==> src/rtl/cpu_ctrl_pkg.sv <==
// cpu_ctrl_pkg: run-control state encoding, pipeline depth and load-length legality
package cpu_ctrl_pkg;
  typedef enum logic [2:0] {
    ST_IDLE  = 3'd0,
    ST_LOAD  = 3'd1,
    ST_FLUSH = 3'd2,
    ST_READY = 3'd3,
    ST_RUN   = 3'd4,
    ST_DRAIN = 3'd5
  } state_e;
  localparam int unsigned PIPE_DEPTH = 5;
  // images are loaded as whole 32-bit words
  function automatic logic len_legal(input logic [15:0] len, input int unsigned max_bytes);
    return len != 16'd0 && {16'd0, len} <= max_bytes && len[1:0] == 2'b00;
  endfunction
endpackage

==> src/rtl/byte_load_counter.sv <==
// byte_load_counter: byte index, registered memory write port and last-byte detect
module byte_load_counter #(
  parameter logic [31:0] BASE_ADDR = 32'h0
) (
  input  logic        clk,
  input  logic        rst_n,
  input  logic        clear,
  input  logic [15:0] len,
  input  logic        step,
  input  logic [7:0]  data,
  output logic        we,
  output logic [31:0] addr,
  output logic [7:0]  wdata,
  output logic        last
);
  logic [15:0] k;
  logic [15:0] len_q;
  assign last = k == len_q - 16'd1;
  always_ff @(posedge clk) begin
    if (!rst_n) begin
      k     <= '0;
      len_q <= '0;
      we    <= 1'b0;
      addr  <= '0;
      wdata <= '0;
    end else begin
      we <= step;
      if (clear) begin
        k     <= '0;
        len_q <= len;
      end else if (step) begin
        k     <= k + 16'd1;
        addr  <= BASE_ADDR + {16'd0, k};
        wdata <= data;
      end
    end
  end
endmodule

==> src/rtl/imem_boot_controller.sv <==
// imem_boot_controller: loads a program image into instruction memory, then runs and drains the pipeline
module imem_boot_controller
  import cpu_ctrl_pkg::*;
#(
  parameter logic [31:0] BASE_ADDR    = 32'h0,
  parameter int unsigned MAX_BYTES    = 1024,
  parameter int unsigned DRAIN_CYCLES = PIPE_DEPTH
) (
  input  logic        clk,
  input  logic        rst_n,
  input  logic        start_load,
  input  logic [15:0] load_len,
  input  logic [7:0]  in_data,
  input  logic        in_valid,
  output logic        in_ready,
  input  logic        run_req,
  input  logic        halt_req,
  input  logic [31:0] run_limit,
  output logic        imem_we,
  output logic [31:0] imem_addr,
  output logic [7:0]  imem_wdata,
  output logic        pc_enable,
  output logic [2:0]  state,
  output logic        err_len,
  output logic        done,
  output logic [31:0] run_cycles
);
  state_e      st;
  logic [31:0] lim;
  logic [15:0] dcnt;
  logic        last, can_load, load_ok, load_go, hs, lim_hit;
  assign state    = st;
  assign in_ready = st == ST_LOAD;
  assign hs       = in_valid & in_ready;
  assign can_load = st == ST_IDLE || st == ST_READY;
  assign load_ok  = len_legal(load_len, MAX_BYTES);
  assign load_go  = can_load && start_load && load_ok;
  assign lim_hit  = lim != 32'd0 && run_cycles == lim - 32'd1;
  byte_load_counter #(.BASE_ADDR(BASE_ADDR)) u_cnt (
    .clk  (clk),
    .rst_n(rst_n),
    .clear(load_go),
    .len  (load_len),
    .step (hs),
    .data (in_data),
    .we   (imem_we),
    .addr (imem_addr),
    .wdata(imem_wdata),
    .last (last)
  );
  // done is registered, so it appears in the first READY cycle after the drain
  always_ff @(posedge clk) begin
    if (!rst_n) begin
      st         <= ST_IDLE;
      lim        <= '0;
      dcnt       <= '0;
      pc_enable  <= 1'b0;
      err_len    <= 1'b0;
      done       <= 1'b0;
      run_cycles <= '0;
    end else begin
      err_len <= can_load && start_load && !load_ok;
      done    <= 1'b0;
      case (st)
        ST_IDLE:  if (load_go) st <= ST_LOAD;
        ST_LOAD:  if (hs && last) st <= ST_FLUSH;
        ST_FLUSH: st <= ST_READY;
        ST_READY: begin
          if (load_go) st <= ST_LOAD;
          else if (run_req) begin
            st         <= ST_RUN;
            lim        <= run_limit;
            run_cycles <= '0;
            pc_enable  <= 1'b1;
          end
        end
        ST_RUN: begin
          run_cycles <= run_cycles == '1 ? run_cycles : run_cycles + 32'd1;
          if (halt_req || lim_hit) begin
            st        <= ST_DRAIN;
            dcnt      <= 16'(DRAIN_CYCLES - 1);
            pc_enable <= 1'b0;
          end
        end
        ST_DRAIN: begin
          if (dcnt == 16'd0) begin
            st   <= ST_READY;
            done <= 1'b1;
          end else dcnt <= dcnt - 16'd1;
        end
        default: st <= ST_IDLE;
      endcase
    end
  end
endmodule

==> config.mk <==
export PLATFORM = sky130hd
export DESIGN_NAME = imem_boot_controller
export DESIGN_NICKNAME = d
export VERILOG_FILES = /design/src/rtl/cpu_ctrl_pkg.sv /design/src/rtl/byte_load_counter.sv /design/src/rtl/imem_boot_controller.sv
export SDC_FILE = /design/constraint.sdc
export NUM_CORES = 1
export LEC_CHECK = 0
export ABC_CLOCK_PERIOD_IN_PS = 3500
export CAP_MARGIN = 20
export CORE_ASPECT_RATIO = 2
export CORE_UTILIZATION = 45
export CTS_BUF_LIST = sky130_fd_sc_hd__clkbuf_8 sky130_fd_sc_hd__clkbuf_16
export CTS_CLUSTER_DIAMETER = 120
export DETAILED_ROUTE_END_ITERATION = 10
export PLACE_DENSITY = 0.73
export SLEW_MARGIN = 20
export SYNTH_ARGS = -nofsm -noshare
export SYNTH_HDL_FRONTEND = slang
export SYNTH_HIERARCHICAL = 1
export SYNTH_SLANG_ARGS = --single-unit
==> constraint.sdc <==
create_clock -name clk -period 3.5 [get_ports clk]
set_input_delay 0.7 -clock clk [delete_from_list [all_inputs] [get_ports clk]]
set_output_delay 0.7 -clock clk [all_outputs]
set_load 0.1 [all_outputs]
# After elaboration in Yosys (flattened, before gate mapping)
# Index checks and enable logic that the tools add are counted.
# Widths: inputs -> output; s select.
totals:
  ff_bits: 143
  inputBits: 62
  out_inout_bits: 80
op_classes:
  n_addsub: 5
  n_lt_le_gt_ge: 1
  eq_ne: 17
  muxes: 19
  n_bitwise: 3
  reduce_logical: 25
ops:
  columns: ["op", "n"]
  rows:
  - ["$mux 32", 3]
  - ["$pmux 32 s2", 1]
  - ["$add 32x1->32 const B", 1]
  - ["$eq 32x32->1", 1]
  - ["$eq 32x32->1 const B", 1]
  - ["$mux 16", 2]
  - ["$pmux 16 s2", 1]
  - ["$reduce_bool 32->1", 1]
  - ["$sub 16x1->16 const B", 2]
  - ["$sub 32x1->32 const B", 1]
  - ["$mux 3", 6]
  - ["$pmux 3 s6", 1]
  - ["$add 16x1->16 const B", 1]
  - ["$eq 16x16->1", 1]
  - ["$le 16x11->1 const B", 1]
  - ["$logic_not 16->1", 1]
  - ["$reduce_bool 16->1", 1]
  - ["$ne 2x2->1 const B", 7]
  - ["$reduce_and 4->1", 2]
  - ["$logic_and 1x1->1", 7]
  - ["$eq 3x2->1 const B", 2]
  - ["$eq 3x3->1 const B", 2]
  - ["$reduce_and 3->1", 2]
  - ["$reduce_and 5->1", 1]
  - ["other kinds (14)", 21]

# Longest topological paths before layout
# Gate-level depths: netlist of run 1.
logic_depth:
  word_depth: 6
  mapped_depth: 15
  depth_no_buf: 13

# Hierarchy
# Netlist of run 1, hierarchy kept.
modules_own_cells:
  columns: ["module", "n_inst", "cells_per_inst", "area_each_um2"]
  rows:
  - ["imem_boot_controller", 1, 599, 4981.0]
  - ["byte_load_counter", 1, 339, 2911.5]

# Least setup slack after synthesis of run 1
# Ideal clock, no wire load.
synth_timing:
  path_type: "register to register"
  start: "register st[0], in the netlist state[0]"
  end: "register u_cnt.k[13]"
  setup_ns: 0.128
  t_arrival_ns: 3.894
  slack_ns: -0.521
  path_stages_with_launch: 11
  path_cell_list: "dfxtp_1 > nand2b_1 > nor2_1 > and2_1 > clkbuf_1 > and4_1 > nand4_1 > nor2_1 > nand3_1 > xor2_1 > nor2_1"
synth_between:
  elab_cells_between_ends: 8
  cone_classes: "eq/ne (2); bitwise (1); reduce/logical (5)"
synth_lines:
  columns: ["item", "line_no", "source"]
  rows:
  - ["start: declaration", "imem_boot_controller.sv:28", "state_e st;"]
  - ["start signal: assignment", "imem_boot_controller.sv:54", "st <= ST_IDLE;"]
  - ["start signal: assignment", "imem_boot_controller.sv:65", "ST_IDLE: if (load_go) st <= ST_LOAD;"]
  - ["start signal: assignment", "imem_boot_controller.sv:66", "ST_LOAD: if (hs && last) st <= ST_FLUSH;"]
  - ["$eq 3x1->1", "imem_boot_controller.sv:33", "assign in_ready = st == ST_LOAD;"]
  - ["net in_ready", "imem_boot_controller.sv:15", "output logic in_ready,"]
  - ["$and 1x1->1", "imem_boot_controller.sv:34", "assign hs = in_valid & in_ready;"]
  - ["net hs", "imem_boot_controller.sv:31", "logic last, can_load, load_ok, load_go, hs, lim_hit;"]
  - ["end signal: assignment", "byte_load_counter.sv:32", "k <= k + 16'd1;"]
  - ["end: declaration", "byte_load_counter.sv:16", "logic [15:0] k;"]
# The timed path passes the listed nets, and every way through them passes these cells.
# A chain may end at the register's enable or synchronous reset.

# Worst setup path in the final report of run 1
layout_timing:
  start: "register lim[0]"
  end: "register dcnt[6]"
layout_between:
  elab_chain_len: 6
  elab_cells_between_ends: 7
  cone_classes: "add/sub (1); eq/ne (2); reduce/logical (4)"
layout_lines:
  columns: ["item", "line_no", "source"]
  rows:
  - ["start: declaration", "imem_boot_controller.sv:29", "logic [31:0] lim;"]
  - ["start signal: assignment", "imem_boot_controller.sv:72", "lim <= run_limit;"]
  - ["$sub 32x1->32", "imem_boot_controller.sv:38", "assign lim_hit = lim != 32'd0 && run_cycles == lim - 32'd1;"]
  - ["$eq 32x32->1", "imem_boot_controller.sv:38", null]
  - ["$logic_and 1x1->1 *", "imem_boot_controller.sv:38", null]
  - ["$logic_or 1x1->1 *", "imem_boot_controller.sv:79", "if (halt_req || lim_hit) begin"]
  - ["$ne 2x2->1 (no line) *", null, null]
  - ["$reduce_and 3->1 (no line) *", null, null]
  - ["end signal: assignment", "imem_boot_controller.sv:81", "dcnt <= 16'(DRAIN_CYCLES - 1);"]
  - ["end signal: assignment", "imem_boot_controller.sv:89", "end else dcnt <= dcnt - 16'd1;"]
  - ["end: declaration", "imem_boot_controller.sv:30", "logic [15:0] dcnt;"]
# Mark *: on every way between the ends. The rest lies on a longest branch, timed or not.

==> results of run 1 <==
worst max-delay path, cell delays in order, from the launching register on:
cell and delay, ns:
dfxtp_2 0.32, or4_4 0.53, or2_4 0.29, nor3_1 0.22, xnor2_1 0.16, nand4_1 0.16
nor4_4 0.32, buf_4 0.16, or4b_4 0.52, and2_4 0.20, or4_1 0.39, a21oi_1 0.15
synthesized netlist by cell type (5+ instances only):
cell	instances	area share
a21oi_1	29	0.018
dfxtp_1	143	0.36
and4_1	9	0.010
buf_4	16	0.015
xnor2_1	56	0.062
o31ai_1	5	0.0048
nor4_1	11	0.0087
nor2b_1	23	0.018
nor3b_1	7	0.0067
or3_1	13	0.010
and3_1	14	0.011
clkbuf_1	41	0.019
buf_6	7	0.010
ha_1	5	0.0079
nand4_1	20	0.016
and2_1	6	0.0048
inv_1	20	0.0095
or4_1	11	0.010
nand2b_1	10	0.0079
nor2_1	121	0.058
mux2i_1	55	0.070
nand2_1	96	0.046
nand3_1	20	0.013
xor2_1	47	0.052
o21ai_0	22	0.014
a21boi_0	24	0.023
nor3_1	23	0.015
buf_2	5	0.0032
cell type report:
class                   instances  area [um2]  share of cell area
flip-flops and latches        143        2868              0.2733
clock inverters                13       162.7             0.01550
inverters                      20       75.07            0.007155
well taps                     210       262.8             0.02504
repair buffers                218        1924              0.1834
multi-input cells             720        4747              0.4524
clock buffers                  19       452.9             0.04317
layer usage:
metal | vias to the layer above | track usage
met1 | 3492 | 0.2407
met5 | - | 0
met4 | 0 | 0.1584
li1 | 3577 | -
met2 | 245 | 0.4923
met3 | 75 | 0.05141
power by group through the flow:
stage | clock network, mW | registers [mW] | logic (mW)
2_1_floorplan | 0 | 1.67 | 0.122
3_3_place_gp | 0 | 1.67 | 0.216
3_5_place_dp | 0 | 1.67 | 0.215
4_1_cts | 1.93 | 1.63 | 0.216
5_1_grt | 2.01 | 1.63 | 0.225
6_report | 1.90 | 1.63 | 0.214
cell families (layout without fill, tap and decap cells):
logic type	after synthesis	after routing
flops	143	143
other cells	1	16
compound gates	116	116
buf+inv	90	270
mux	58	58
simple gates	422	422
xor+xnor	103	103
fa+ha+maj	5	5
flip-flops by register name (all words and copies together), names as in the netlist, 3 cells and up:
| register | cells |
|---|---|
| u_cnt/wdata | 8 |
| u_cnt/addr | 16 |
| lim | 32 |
| state | 3 |
| run_cycles | 32 |
| u_cnt/k | 16 |
| u_cnt/len_q | 16 |
| dcnt | 16 |
stage by stage:
step                      worst slack [ns]  hold slack (ns)  instance area [um2]  utilization
after global routing               -0.1643           0.4856                10490       0.6105
after floorplan                    0.01129           0.4472                 7960            -
after global placement             -0.1631           0.4500                 9744       0.5670
final                              0.02515           0.4594                10490       0.6105
after detailed placement           -0.1908           0.4551                 9744       0.5670
after CTS                        -0.005943           0.4633                10430       0.6071
repair_timing:
action / CTS / global route
hold endpoints to repair: 0 / 0
endpoints found under the setup margin: 13 / 11
pin swaps: 2 / 3
resized for setup: 10 / 12
setup buffers: 2 / 1
final timing paths:
| kind | end | cells after the start | start | slack [ns] |
|---|---|---|---|---|
| max | dcnt[6] | 11 | lim[0] | 0.03 |
| min | u_cnt/wdata[6] | 2 | u_cnt/wdata[6] | 0.46 |
| max reg2reg | dcnt[6] | 11 | lim[0] | 0.03 |
| min reg2reg | u_cnt/wdata[6] | 2 | u_cnt/wdata[6] | 0.46 |
==> results by group, run 1 <==
Clocking
  – Worst skew pair latency: approximately 0.43 ns
  – # clock sinks: about 140
  – Max clock buf depth: 2
  – Worst-path clk slew: approximately 0.060 ns
  – CTS buffer count: 17
  – CTS Hold Bufs: 0
  – Clock root cell: clkbuf_16
  – H-tree Lvls: 4
  – CTS tree: built

Synth
  – Post-synth EDFFs: 0
  – Async set-or-reset flop fraction in the synthesized netlist: 0
  – Simple-gate portion of the synthesized area: 0.2833
  – Main combinational cell family by area after synthesis: simple AND/OR/NAND/NOR gates
  – Synthesized flop and latch total: 143
  – Area fraction in compound gates after synthesis: 0.09940
  – Multiplexer share of the synthesized area: 0.07403
  – Mapped Cells: approximately 940
  – Post-synthesis xor/xnor area fraction: 0.1143
  – Post-synthesis cell area: ~7900 um2
  – Warnings, synthesis: 6
  – Number of distinct library cells after synthesis: 71
  – Adder-cell share of the synthesized area: 0.007926
  – Post-synthesis sequential area ratio: 0.3627
  – Post-synth top flop: dfxtp_1
  – Synthesized area per cell: 8.414 um2

Finish
  – Most frequent cells in the layout: 139 x dfxtp_1, 120 x nor2_1, 120 x buf_4
  – Final #Nets: about 1,200
  – Post-route insts no fill: roughly 1,300
  – Commonest non-fill, non-tap cell in the layout: dfxtp_1
  – Layout cells sized above 1: 0.1818
  – Area Overhead vs Synth: 32.94%
  – Fillcell total: between 1,000 and 1,500
  – Ant. Diodes: 0

Power
  – Power per Cell Area: around 360 nW/um2
  – Clock power frac: 0.508
  – Total power: approximately 3.7 mW
  – Pint: about 2.9 mW
  – Flop pwr share: 0.435
  – Net Sw Frac: 0.2325
  – Psw: 0.8704 mW
  – Static leakage: approximately 4 nW
  – Comb pwr share: 0.057
  – Peak supply drop: between 0.3 and 0.4 mV

GRT
  – First-pass GRT wire length: between 30,000 and 40,000 um
  – Largest net degree at the start of global routing: 40
  – GRT overflow: 0
  – Tot GR Track Use: 0.2587
  – Vias in the first global route: ~7,400
  – Initial antenna violation count: 0

Timing
  – Final hold vios: 0
  – Setup Skew: approximately 0.014 ns
  – Min Clock Period, post-route: roughly 3.5 ns
  – Fmax: around 290 MHz
  – Setup Total Neg Slack: 0 ns
  – Final setup vio count: 0
  – Final period util: 0.9928
  – RSZ-0062 raised after global routing: yes
  – Worst rel slew slack: 0.3347
  – Worst-margin pin slew: between 0.9 and 1 ns
  – Slew Limit Fails: 0

Floorplan
  – Starting Density: 0.4592
  – Core box area: about 17,000 um2
  – Ports: 142
  – Die area: around 18,000 um2
  – Die height: 189.3 um
  – Core Rows: 68
  – Die Width: approximately 96 um

Critical path
  – Worst path required time: ~3.9 ns
  – Startpoint types: flop
  – CP Class: reg -> reg
  – Critical Path Sink Type: flop
  – CP Max Fanout: 9
  – Critical path arrival: about 3.8 ns

Placed design
  – # placed instances: 1,308
  – Global placement routability congestion: between 0.8 and 0.9
  – IO buf count: between 100 and 150
  – Detailed Place HPWL: approximately 17,000 um

Detailed routing
  – Routed Antenna Nets: 0
  – Highest metal used: met4
  – Initial DRT Pass Iterations: 5
  – Met3 routed WL: about 1000 um
  – Wire length on met1: between 7000 and 8000 um
  – Vias: about 7,400
  – Wirelength per Cell: roughly 17 um
  – DRC Markers: 0
  – Routed wl met2: ~13,000 um
  – WL final: 22,450 um
  – Vias/cell: around 5.5
  – Initial DRC Count: 340

Flow run
  – Max Cap Viol: 0

Status
  – Outcome: completed

Worst hold path
  – Worst Hold Class: reg -> reg
(Power assumes the default switching activity.)
==> run 2: changes to the inputs <==
Settings changed: ABC_AREA set to 1, PLACE_DENSITY 0.73 to 0.72.
==> run 2 against run 1 <==
Combinational power grew to 7.7 times the previous value. Final cell count grew 33%. Synthesized cell count is 49% higher. Area after synthesis up 13%. Sequential share of layout area fell by 0.69 points.
==> results by group, run 2 <==
Status
  – Outcome: completed

Synth
  – Warnings, synthesis: 6
  – Simple-gate portion of the synthesized area: 0.3926
  – Async set-or-reset flop fraction in the synthesized netlist: 0
  – Post-synth top area share: 0.3214
  – Synth area leader: dfxtp_1
  – Number of distinct library cells after synthesis: 43
  – Most numerous cell in the Yosys netlist: nand2_1
  – Post-synthesis xor/xnor area fraction: 0.05464
  – Multiplexer share of the synthesized area: 0
  – Post-synth EDFFs: 0
  – Synthesized flop and latch total: between 100 and 150
  – Synth top cells by count: 327 x nand2_1, 228 x nor2_1, 143 x dfxtp_1
  – Main combinational cell family by area after synthesis: simple AND/OR/NAND/NOR gates
  – Top cells by area, synth: dfxtp_1 32%, nand2_1 14%, nor2_1 9.6%
  – Post-synth top flop: dfxtp_1
  – Adder-cell share of the synthesized area: 0.007023
  – Post-synthesis cell area: 8907 um2
  – Area fraction in compound gates after synthesis: 0.1282
  – Mapped Cells: between 1,000 and 1,500
  – Synthesized area per cell: ~6.4 um2
  – Post-synthesis sequential area ratio: 0.3214

Finish
  – Final #Nets: approximately 1,600
  – Ant. Diodes: 0
  – Commonest non-fill, non-tap cell in the layout: nand2_1
  – Post-route insts no fill: 1,782
  – Area Overhead vs Synth: 20.62%
  – Most frequent cells in the layout: 327 x nand2_1, 226 x nor2_1, 143 x dfxtp_1
  – Fillcell total: about 1,900
  – Largest regs: lim: 32 flops, run_cycles: 32 flops
  – Layout cells sized above 1: 0.09061

Detailed routing
  – WL final: roughly 29,000 um
  – Initial DRT Pass Iterations: 5
  – Vias: 9,355
  – Routed Antenna Nets: 0
  – Initial DRC Count: between 400 and 500
  – Vias/cell: approximately 5.2
  – Wirelength per Cell: ~16 um
  – DRC Markers: 0

Floorplan
  – Die Width: about 100 um
  – Core box area: 19,370 um2
  – Die area: roughly 20,000 um2
  – Core Rows: slightly above 70
  – Starting Density: 0.4599
  – Ports: 142
  – Die height: approximately 200 um

Critical path
  – R2R depth: 16
  – Reg-to-reg startpoint: lim[12]
  – CP dominant cell by count: nand2_1
  – Slowest cell on crit path: dfxtp_1
  – CP Class: reg -> reg
  – Startpoint types: flop
  – Critical path's top delay family: simple AND/OR/NAND/NOR gates
  – Worst reg2reg endpoint: dcnt[6]
  – Crit. path cell count: 16
  – Critical Path Sink Type: flop
  – Worst path required time: 3.80 ns
  – CP Cell Sequence: nor2_1 -> nand2_1 -> nor2_2 -> nand2_2 -> nor2_1 -> nand2_1 -> nand2_1 -> nand2_1 -> nor2_1 -> nand3_1 -> nor2_1 -> nand2_2 -> nand3_4 -> nand2_4 -> nand2_1 -> a21oi_1
  – Max incr delay on CP: between 0.3 and 0.4 ns
  – CP Max Fanout: 22
  – Buffers & Inverters on Critical Path: 0
  – Critical path arrival: approximately 3.2 ns
  – Reg2reg setup slack: 0.63 ns

Worst hold path
  – Worst Hold Class: reg -> reg
  – HP Start: u_cnt/addr[0]
  – Hold depth: 2
  – Hold endpoint: u_cnt/addr[0]

Clocking
  – Post-CTS Setup Bufs: 0
  – Worst-path clk slew: around 0.060 ns
  – CTS tree: built
  – H-tree Lvls: 4
  – CTS buffer count: 17
  – Post-cts resize count: 0
  – Worst skew pair latency: approximately 0.44 ns
  – # clock sinks: between 100 and 150
  – Clock root cell: clkbuf_16
  – Max clock buf depth: 2
  – CTS Hold Bufs: 0

Timing
  – Min Clock Period, post-route: 2.871 ns
  – Slew Limit Fails: 0
  – Fmax: 348.3 MHz
  – Setup Total Neg Slack: 0 ns
  – Final setup vio count: 0
  – Final period util: 0.8204
  – Final hold vios: 0
  – Setup Skew: ~0.009 ns
  – Worst rel slew slack: 0.3086
  – RSZ-0062 raised after global routing: no
  – Worst-margin pin slew: approximately 1.0 ns

GRT
  – Largest net degree at the start of global routing: 44
  – Vias in the first global route: roughly 9,100
  – First-pass GRT wire length: ~44,000 um
  – Tot GR Track Use: 0.2894
  – GRT overflow: 0
  – Initial antenna violation count: 0

Placed design
  – Global placement routability congestion: around 1
  – Detailed Place HPWL: 22,590 um
  – # placed instances: around 1,800
  – IO buf count: about 130

Flow run
  – Max Cap Viol: 0

Power
  – Power per Cell Area: about 480 nW/um2
  – Static leakage: roughly 4.7 nW
  – Peak supply drop: around 0.45 mV
run 2: tightest hold or removal path: stages, from the launching register on:
cell     delay, ns
dfxtp_1       0.31
nand2_1       0.06
a21oi_1       0.06
run 2: how the worst max path moves through the flow:
| stage | startpoint | end | slack, ns |
|---|---|---|---|
| after floorplan | state[0] | u_cnt/k[15] | 0.06 |
| after global placement | load_len[1] | run_cycles[16] | 0.43 |
| after detailed placement | load_len[1] | run_cycles[16] | 0.36 |
| after CTS | lim[0] | dcnt[6] | 0.63 |
| after global routing | lim[0] | dcnt[3] | 0.30 |
| final | lim[12] | dcnt[6] | 0.63 |
run 2: through the flow:
stage	power (mW)	cell area [um2]	utilization	worst slack (ns)	hold WS (ns)
after floorplan	3.107	8966	-	0.05782	0.4479
after global placement	3.445	10210	0.5271	0.4301	0.4550
after detailed placement	3.451	10210	0.5271	0.3556	0.4658
after CTS	5.138	10740	0.5547	0.6276	0.4794
after global routing	5.324	10740	0.5547	0.2987	0.5071
final	5.106	10740	0.5547	0.6287	0.4806
run 2: power by group:
part	leakage (nW)	internal, mW	total, mW	switching [mW]
clock	0.282	0.987	1.68	0.692
combinational	3.25	0.433	1.65	1.22
sequential	1.15	1.70	1.77	0.0714
total	4.68	3.12	5.11	1.98
run 2: per-layer routing:
| layer | vias up | track usage | share of wire |
|---|---|---|---|
| met4 | 0 | 0.2609 | 0.086 |
| met5 | - | 0 | 0 |
| met1 | 4192 | 0.2424 | 0.32 |
| met3 | 119 | 0.04387 | 0.042 |
| li1 | 4727 | - | - |
| met2 | 317 | 0.5539 | 0.55 |
run 2: logic make-up after synthesis:
logic type               after synthesis
other                                  1
AO/OA/AOI/OAI                        218
adder cells (fa/ha/maj)                5
flip-flops                           143
AND/OR/NAND/NOR                      786
buffers and inverters                192
XOR/XNOR                              54
run 2: cell type report:
class,count,area [um2],share of cell area
inverter,129,484.2,0.04507
sequential,143,2863,0.2664
timing repair buffer,141,1279,0.1190
tap,259,324.1,0.03016
multi-input combinational,1079,5259,0.4895
clock inverter,12,82.58,0.007686
clock buffer,19,452.9,0.04216
==> run 3: changes to the inputs <==
Settings changed: ABC_CLOCK_PERIOD_IN_PS 3500 to 2600.
Clock period 3.5 ns to 2.6 ns, I/O delays scaled along.
==> run 3 against run 2 <==
Combinational power is 49% higher. First-iteration DRC count decreased by 34%. Via count grew 2.9%. Non-clock buffer count rose by 54. Clock skew grew 0.0031 ns. Count of clock-buffer cells in the layout did not move. Power is 44% higher. Sequential power grew 35%. Die area unchanged. Utilization rose by 3.4 points.
==> results by group, run 3 (synthesis gave the netlist of run 2 again) <==
Finish
  – Final core area utilization: 0.5884
  – Footprint of the multi-input gates: approximately 5400 um2
  – Commonest non-fill, non-tap cell in the layout: nand2_1
  – Most frequent cells in the layout: 324 x nand2_1, 217 x nor2_1, 124 x dfxtp_1
  – Final #Nets: about 1,600
  – Register area: just under 3000 um2
  – Post-route insts no fill: between 1,500 and 2,000
  – Largest regs: lim: 32 flops, run_cycles: 32 flops
  – Fillcell total: about 1,900
  – Layout cells sized above 1: 0.1673
  – Area Overhead vs Synth: 27.95%
  – Final Instance Area: between 10,000 and 15,000 um2
  – Ant. Diodes: 0

Critical path
  – Crit. path cell count: 20
  – Critical Path Sink Type: flop
  – Worst path required time: 2.91 ns
  – Max incr delay on CP: 0.33 ns
  – CP Cell Sequence: inv_2 -> ha_4 -> nand3_4 -> nor2_4 -> buf_12 -> buf_4 -> nand3_1 -> nand2_1 -> nand2_1 -> inv_1 -> nand2_1 -> nor2_1 -> nand3_1 -> nor2_2 -> nand2_2 -> nand3_4 -> buf_12 -> nand2_1 -> nand2_1 -> a21oi_1
  – CP dominant cell by count: nand2_1
  – R2R depth: 20
  – Startpoint types: flop
  – Buffers & Inverters on Critical Path: 5
  – CP Class: reg -> reg
  – CP Max Fanout: 6
  – Critical path arrival: approximately 2.8 ns
  – Critical path's top delay family: simple AND/OR/NAND/NOR gates
  – Slowest cell on crit path: dfxtp_2

Timing
  – Slew Limit Fails: 0
  – Setup ws final: 0.1216 ns
  – Final period util: 0.9532
  – Setup Total Neg Slack: 0 ns
  – Final setup vio count: 0
  – Fmax: ~400 MHz
  – Worst-margin pin slew: 0.6853 ns
  – Setup Skew: ~0.012 ns
  – Min Clock Period, post-route: 2.478 ns
  – Final hold vios: 0
  – Worst rel slew slack: 0.5414
  – Hold Worst Slack: between 0.4 and 0.5 ns

Clocking
  – H-tree Lvls: 4
  – Clock root cell: clkbuf_16
  – Max clock buf depth: 2
  – Worst-path clk slew: approximately 0.060 ns
  – Worst skew pair latency: between 0.4 and 0.5 ns
  – CTS buffer count: 17
  – CTS tree: built
  – CTS Hold Bufs: 0
  – # clock sinks: about 140

Power
  – Static leakage: a little over 5 nW
  – Flop pwr share: 0.325
  – Peak supply drop: between 0.6 and 0.7 mV
  – Total power: roughly 7.4 mW
  – Net Sw Frac: 0.3853
  – Pint: between 4 and 5 mW
  – Psw: approximately 2.8 mW
  – Clock power frac: 0.339
  – Comb pwr share: 0.335
  – Power per Cell Area: around 650 nW/um2

Detailed routing
  – Initial DRT Pass Iterations: 5
  – DRC Markers: 0
  – WL final: between 30,000 and 40,000 um
  – Vias: between 9,000 and 10,000
  – Wirelength per Cell: ~17 um
  – Vias/cell: ~5.2
  – Initial DRC Count: 296
  – Routed Antenna Nets: 0

Placed design
  – Global placement routability congestion: roughly 0.98
  – # placed instances: about 1,800
  – Pre-CTS setup slack: -0.1309 ns
  – Dpl cell area: approximately 11,000 um2
  – IO buf count: 125
  – Detailed Place HPWL: around 24,000 um

Floorplan
  – Die height: 201.0 um
  – Core box area: 19,370 um2
  – Die Width: just over 100 um
  – Die area: slightly above 20,000 um2
  – Core Rows: between 70 and 80
  – Starting Density: 0.4599
  – Ports: 142

GRT
  – GRT overflow: 0
  – First-pass GRT wire length: between 40,000 and 50,000 um
  – Initial antenna violation count: 0
  – Vias in the first global route: 9,582
  – Tot GR Track Use: 0.3106
  – Largest net degree at the start of global routing: 50

Status
  – Outcome: completed

Worst hold path
  – Worst Hold Class: reg -> reg
  – Hold depth: 2

Flow run
  – Max Cap Viol: 0
run 3: cell count changes in the layout (fill, tap and decap cells not counted), moves of 3 or more:
cell,change
clkdlybuf4s50_1,-29
dfxtp_2,+18
buf_4,+71
nor2_2,+4
dfxtp_1,-19
inv_2,+3
inv_1,-7
buf_12,+11
nor2_4,+5
nor2_1,-9
nand2_1,-3
run 3: path summary, 6_finish.rpt:
check | start | endpoint | slack [ns]
worst min-delay path | u_cnt/addr[0] | u_cnt/addr[0] | 0.48
worst max register to register | lim[0] | state[0] | 0.12
worst max-delay path | lim[0] | state[0] | 0.12
worst min register to register | u_cnt/addr[0] | u_cnt/addr[0] | 0.48
run 3: metal layers:
layer  track usage  vias to the layer above  wire [um]
li1              -                     4840          -
met1        0.2516                     4385       9813
met2        0.5870                      282      16700
met3       0.06685                      118       1284
met4        0.2867                        0       2876
met5             0                        -          0
run 3: worst register-to-register path, delay by kind of cell, from the launching register on:
family / cells / cell delay, ns
buf+inv: 5 / 0.51
flops: 1 / 0.33
fa+ha+maj: 1 / 0.16
simple gates: 13 / 1.29
compound gates: 1 / 0.05
run 3: final cells by class:
type                    count  area share
clock buffers              19     0.03974
clock inverters            13     0.01208
inverters                 129     0.04249
well taps                 259     0.02843
multi-input cells        1079      0.4700
flip-flops and latches    143      0.2535
repair buffers            195      0.1538
run 3: power by group through the flow:
stage	Sequential (mW)	Combinational [mW]	Clock (mW)
3_3_place_gp	2.43	2.40	0
4_1_cts	2.39	2.44	2.53
2_1_floorplan	2.99	1.20	0
5_1_grt	2.40	2.62	2.61
6_report	2.39	2.46	2.50
3_5_place_dp	2.44	2.42	0
run 3: what timing repair did:
item,in CTS,in global routing
resized for setup,2,27
endpoints found under the hold margin,0,0
pin swaps,1,6
setup endpoints to repair,15,21
setup buffers,0,2
